$ cat config.mk
export PLATFORM = sky130hd
export DESIGN_NAME = fibo_seq
export DESIGN_NICKNAME = d
export VERILOG_FILES = /design/src/rtl/fibo_seq.sv
export SDC_FILE = /design/constraint.sdc
export NUM_CORES = 1
export LEC_CHECK = 0
export BUFFER_PORTS_ARGS = -buffer_cell sky130_fd_sc_hd__buf_4
export CORE_MARGIN = 1
export CORE_UTILIZATION = 45
export DETAILED_ROUTE_END_ITERATION = 8
export MAX_ROUTING_LAYER = met4
export SLEW_MARGIN = 5
export SYNTH_ARGS = -nofsm -noshare
export SYNTH_HDL_FRONTEND = slang
export SYNTH_SLANG_ARGS = --single-unit
$ cat constraint.sdc
create_clock -name clk -period 2.6 [get_ports clk]
set_input_delay 0.13 -clock clk [delete_from_list [all_inputs] [get_ports clk]]
set_output_delay 0.13 -clock clk [all_outputs]
set_load 0.005 [all_outputs]
$ cat src/rtl/fibo_seq.sv
// Fibonacci membership test: walks the sequence from F(0) until it meets or
// passes the captured value, then reports the match flag and the stop index.
//
// state | meaning
// IDLE  | waiting for start; results from the last run are held
// RUN   | stepping (a, b) along the sequence, one term per clock
module fibo_seq #(
    parameter int WIDTH = 8,
    parameter int IDXW  = 4
) (
    input  logic             clk,
    input  logic             rst_n,
    input  logic             start,
    input  logic [WIDTH-1:0] in_val,
    output logic             busy,
    output logic             done,
    output logic             is_fib,
    output logic [IDXW-1:0]  fib_index
);

    typedef enum logic {IDLE, RUN} state_t;

    localparam int AW = WIDTH + 2;
    localparam logic [AW-1:0]   A_ONE   = 1;
    localparam logic [IDXW-1:0] IDX_ONE = 1;

    state_t           state;
    logic [WIDTH-1:0] x;
    logic [AW-1:0]    a;
    logic [AW-1:0]    b;
    logic [IDXW-1:0]  idx;
    logic [AW-1:0]    x_ext;

    // Two guard bits keep a and b from wrapping before a overtakes x.
    assign x_ext = {2'b00, x};

    always_ff @(posedge clk or negedge rst_n) begin
        if (!rst_n) begin
            state     <= IDLE;
            busy      <= 1'b0;
            done      <= 1'b0;
            is_fib    <= 1'b0;
            fib_index <= '0;
            x         <= '0;
            a         <= '0;
            b         <= A_ONE;
            idx       <= '0;
        end else begin
            done <= 1'b0;
            case (state)
                IDLE: begin
                    if (start) begin
                        x     <= in_val;
                        a     <= '0;
                        b     <= A_ONE;
                        idx   <= '0;
                        busy  <= 1'b1;
                        state <= RUN;
                    end
                end
                RUN: begin
                    if (a == x_ext) begin
                        is_fib    <= 1'b1;
                        fib_index <= idx;
                        done      <= 1'b1;
                        busy      <= 1'b0;
                        state     <= IDLE;
                    end else if (a > x_ext) begin
                        is_fib    <= 1'b0;
                        fib_index <= idx;
                        done      <= 1'b1;
                        busy      <= 1'b0;
                        state     <= IDLE;
                    end else begin
                        a   <= b;
                        b   <= a + b;
                        idx <= idx + IDX_ONE;
                    end
                end
                default: begin
                    busy  <= 1'b0;
                    state <= IDLE;
                end
            endcase
        end
    end

endmodule

# Word level (Yosys, flattened, before mapping)
# Index checks and enable logic that the tools add are counted.
[word_totals] reg_bits=40 inputBits=11 output_inout_bits=7 word_cells=49
[op_classes] n_addsub=2 magnitude_cmp=1 n_eq_ne=5 n_mux=26 bitwise_logic=1 n_reduce_logical=5
[ops] op="two-way mux 10 bit" n=6
[ops] op="case mux 10 bit (2 select lines)" n=2
[ops] op="two-way mux 4 bit" n=5
[ops] op="adder 10 bit" n=1
[ops] op="== test 10 x 8 -> 1 bit" n=1
[ops] op="> comparator 10 x 8 -> 1 bit" n=1
[ops] op="two-way mux 1 bit" n=10
[ops] op="case mux 4 bit (2 select lines)" n=1
[ops] op="inequality test 2 bit (second input constant)" n=3
[ops] op="AND reduction 2 bit" n=3
[ops] op="adder 4 x 1 -> 4 bit (second input constant)" n=1
[ops] op="case mux 1 bit (2 select lines)" n=2
[ops] op="inequality test 3 x 1 -> 1 bit (second input constant)" n=1
[ops] op="AND reduction 3 bit" n=1
[ops] op="nonzero test 2 bit" n=1
[ops] op="inverter 1 bit" n=1

# Longest topological paths before layout
[logic_depth] ltp_word=4 depth_mapped=9 depth_no_buf=9

# Worst setup path before layout
# No wires, ideal clock.
[synth_timing] path_type="register to register" from="register a[0]" to="register b[8]" setup_ns=0.123 arrival_time_ns=1.957 required_time_ns=2.477 slack_ns=0.520 path_stages_with_launch=10 path_buffers=0 period_less_slack_ns=2.080 cell_sequence="dfrtp_1 ha_1 inv_1 fa_1 nor2b_4 o31a_1 or4_1 a31oi_1 xor2_1 o21ai_1"
[synth_between] elab_chain_len=4 word_cells_on_any_way=9 classes_between="add/sub (1); order compare (1); eq/ne (3); mux (3); reduce/logical (1)"
[synth_lines] element="from (decl)" line="29" source="logic [AW-1:0] a;"
[synth_lines] element="from (signal assigned)" line="45" source="a <= '0;"
[synth_lines] element="from (signal assigned)" line="54" source="a <= '0;"
[synth_lines] element="from (signal assigned)" line="75" source="a <= b;"
[synth_lines] element="adder 10 bit" line="76" source="b <= a + b;"
[synth_lines] element="two-way mux 10 bit" line="68" source="end else if (a > x_ext) begin"
[synth_lines] element="two-way mux 10 bit" line="62" source="if (a == x_ext) begin"
[synth_lines] element="case mux 10 bit (2 select lines)" line="50" source="case (state)"
[synth_lines] element="to (signal assigned)" line="76"
[synth_lines] element="to (decl)" line="30" source="logic [AW-1:0] b;"
# Parallel ways exist; a longest one is shown, timed or not. The select of a mux whose other input is x is not followed.
# A chain may end at the register's enable or synchronous reset.

# Worst setup path in the final report
[layout_timing] from="register a[4]" to="register idx[2]"
[layout_between] elab_chain_len=3 word_cells_on_any_way=5 classes_between="order compare (1); eq/ne (3); reduce/logical (1)"
[layout_lines] element="> comparator 10 x 8 -> 1 bit or == test 10 x 8 -> 1 bit (tied branches)" line="68, 62"
[layout_lines] element="inequality test 2 bit (no line)"
[layout_lines] element="AND reduction 3 bit (no line) (*)"
[layout_lines] element="to (signal assigned)" line="77" source="idx <= idx + IDX_ONE;"
[layout_lines] element="to (decl)" line="31" source="logic [IDXW-1:0] idx;"
# Every way passes the cells marked *; elsewhere a longest branch is shown, timed or not.

==> run metrics <==
length of the first detailed-routing pass in iterations=4; power per cell area=1140 mW/mm²; post-synthesis to final-layout area growth=14.0%; drt total wl=4580 µm; Post-synth top cells=dfrtp_1 (39), nand2_1 (31), o21ai_0 (21); CTS H-tree lvls=2; post-synthesis sequential area ratio=44.7%; setup repair after global routing missed its margin=false; post-layout power=2.90 mW; Gate power share=48.7%; starting DRC count in detailed routing=69; max-slew headroom at the worst pin=65.5%; largest stage delay on the critical path=0.41 ns; Num Clock Sinks=40; Switching Power=1.21 mW; Clock Pin Slew Worst Setup and Hold Paths=0.07 ns; die outline width=72.6 µm; I/O pin count=18; final setup vio count=0; category of the critical setup timing path=register to register; kind of path behind the tightest hold check=primary input to register; largest cells by area after synthesis=dfrtp_1 (44%), ha_1 (10%), mux2_2 (6.0%); YS warnings=0; Cell Area, Placed=0.00246 mm²; Fin Clk Skew=0.00588 ns; maximum number of pins on one net before global-route repair=41; Placer Congestion=0.874; Net Sw Frac=41.7%; # hold bufs at CTS=1; CP endpoint kind=register; clock network fraction of design power=13.7%; worst-path cell with the longest stage delay=dfrtp_1; Avg Vias per Cell=5.27; post-layout minimum cycle time=2.28 ns; area of the die=0.00527 mm²; number of nets in the final layout=280; Setup Total Neg Slack=0 ns; Seq pwr share=37.6%; number of antenna cells inserted=0; number of antenna-violating nets in the routed design=0; Int Pwr=1.69 mW; later-pin clock latency in the skew report=0.29 ns; CTS tree=built; Yosys reg bits=40; peak ir drop on the vdd network=560 µV; Worst EP arrival=2.44 ns; initial antenna violation count=0; critical path startpoint category=register; share of final-layout standard cells stronger than drive strength 1=17.5%; wire length of the first global-routing pass=7780 µm; cell area after synthesis=0.00224 mm²; number of CTS-inserted buffers=5; critical path data required time=2.76 ns; Post-Syn Area per Cell=9.83 µm²; share of Yosys cell area claimed by the top area cell type=43.5%; share of the clock period used by the worst path after layout=87.8%; ordered cell list for the critical path=ha_1, nand4_1, nor2b_1, a211oi_1, nor2_1, buf_4, a211o_1, o311ai_0; area inside the core boundary=0.00475 mm²; Synth async-reset ratio=100%; number of design rule violations left after detail routing=0; count of buffers inserted at the top-level ports=17; die height=72.6 µm; Setup Fix Bufs, Post-CTS=0; post-layout instance area=0.00256 mm²; most area-hungry cell type in the Yosys netlist=dfrtp_1; Final Hold Fails=0; number of pins with negative max-slew slack in the final report=0; slew at the pin closest to its max-slew limit=0.518 ns; Initial Util=47.2%; P_leak=1.21 nW; total grt overflow=0; buffer levels on the longest clock path=2; via count of the first global-routing pass=1644; half-perimeter wire length of the detailed placement result=3350 µm; number of distinct library cells after synthesis=41; average wire length per cell after detail routing=14.4 µm; post-synthesis instance total=228; worst hold slack=0.0702 ns; library cell with the highest instance count after synthesis=dfrtp_1; global-route usage over all layers=20.2%; number of flops mapped to enable cells by yosys=0; top flip-flop cell by instance count after synthesis=dfrtp_1; number of gates given a new drive strength after cts=0; num rows=25; run status=finished, final reports clean; number of vias after detailed routing=1675; Crit Path Max Fanout=10; number of max-cap violations=0; Post-Syn Nets=258; Highest Clock Rate=438 MHz; clk root buf=clkbuf_8
## kinds of logic after synthesis
logic type               after synthesis  synth area share, %
AND/OR/NAND/NOR                       71                 14.6
AO/OA/AOI/OAI                         53                 16.0
flip-flops                            40                 44.7
buffers and inverters                 25                 4.58
adder cells (fa/ha/maj)               19                 10.9
multiplexers                          13                 6.47
XOR/XNOR                               7                 2.73
## power by group through the flow
| stage | registers (mW) | logic [mW] | clock network (mW) |
|---|---|---|---|
| after floorplan | 1.03 | 1.07 | 0 |
| after global placement | 1.09 | 1.40 | 0 |
| after global routing | 1.13 | 1.61 | 0.447 |
| after detailed placement | 1.10 | 1.42 | 0 |
| final | 1.09 | 1.41 | 0.398 |
| after CTS | 1.09 | 1.42 | 0.415 |
## final timing paths
path                               from            to  slack (ns)  depth (start not counted)
max                                a[4]        idx[2]        0.32                          8
min                           in_val[4]          x[4]        0.07                          2
max reg2reg                        a[4]        idx[2]        0.32                          8
min reg2reg                fib_index[3]  fib_index[3]        0.51                          1
max in group asynchronous         rst_n          b[0]        1.87                          2
min in group asynchronous         rst_n          b[9]        0.36                          2
## layout make-up
type | instances | area, µm²
clock inverter | 1 | 5.00
timing repair buffer | 23 | 188
inverter | 17 | 63.8
multi-input combinational | 163 | 1140
clock buffer | 7 | 76.3
tap | 67 | 83.8
fill | 439 | 2200
sequential | 40 | 1000
## state kept, by name, summed over array words and instances, names as in the netlist
register   cells
b             10
fib_index      4
x              8
idx            4
is_fib         1
done           1
state          1
busy           1
a             10
## cell usage in the layout (no fill, tap or decap), types with 5 or more instances in the layout
cell type / instances
nor2_1: 9
nand3_1: 18
o21ai_0: 21
ha_1: 18
nand2_1: 31
nor3_1: 5
clkbuf_8: 5
mux2_2: 12
dfrtp_1: 39
buf_4: 21
inv_1: 17
## critical path, delay by kind of cell (launching register included)
family / cells / cell delay [ns]
AO/OA/AOI/OAI: 3 / 0.79
adder cells (fa/ha/maj): 1 / 0.31
buffers and inverters: 1 / 0.20
flip-flops: 1 / 0.41
AND/OR/NAND/NOR: 3 / 0.45
## routing by layer
layer  up-vias  routed length [µm]  track usage [%]
met5         -                   0                -
met4         0                  64             8.28
met3         6                 116             5.39
met2        20                2140             30.9
met1       801                2250             25.5
li1        848                   -                -
## through the flow
step / utilization (%) / setup WS (ns) / cells
3_3_place_gp: 51.8 / 0.317 / 309
5_1_grt: 53.8 / 0.0968 / 318
6_report: 53.8 / 0.318 / 318
2_1_floorplan: - / 0.520 / 228
3_5_place_dp: 51.8 / 0.339 / 309
4_1_cts: 53.8 / 0.315 / 318
Note: power is estimated with default switching activity, not from simulation.
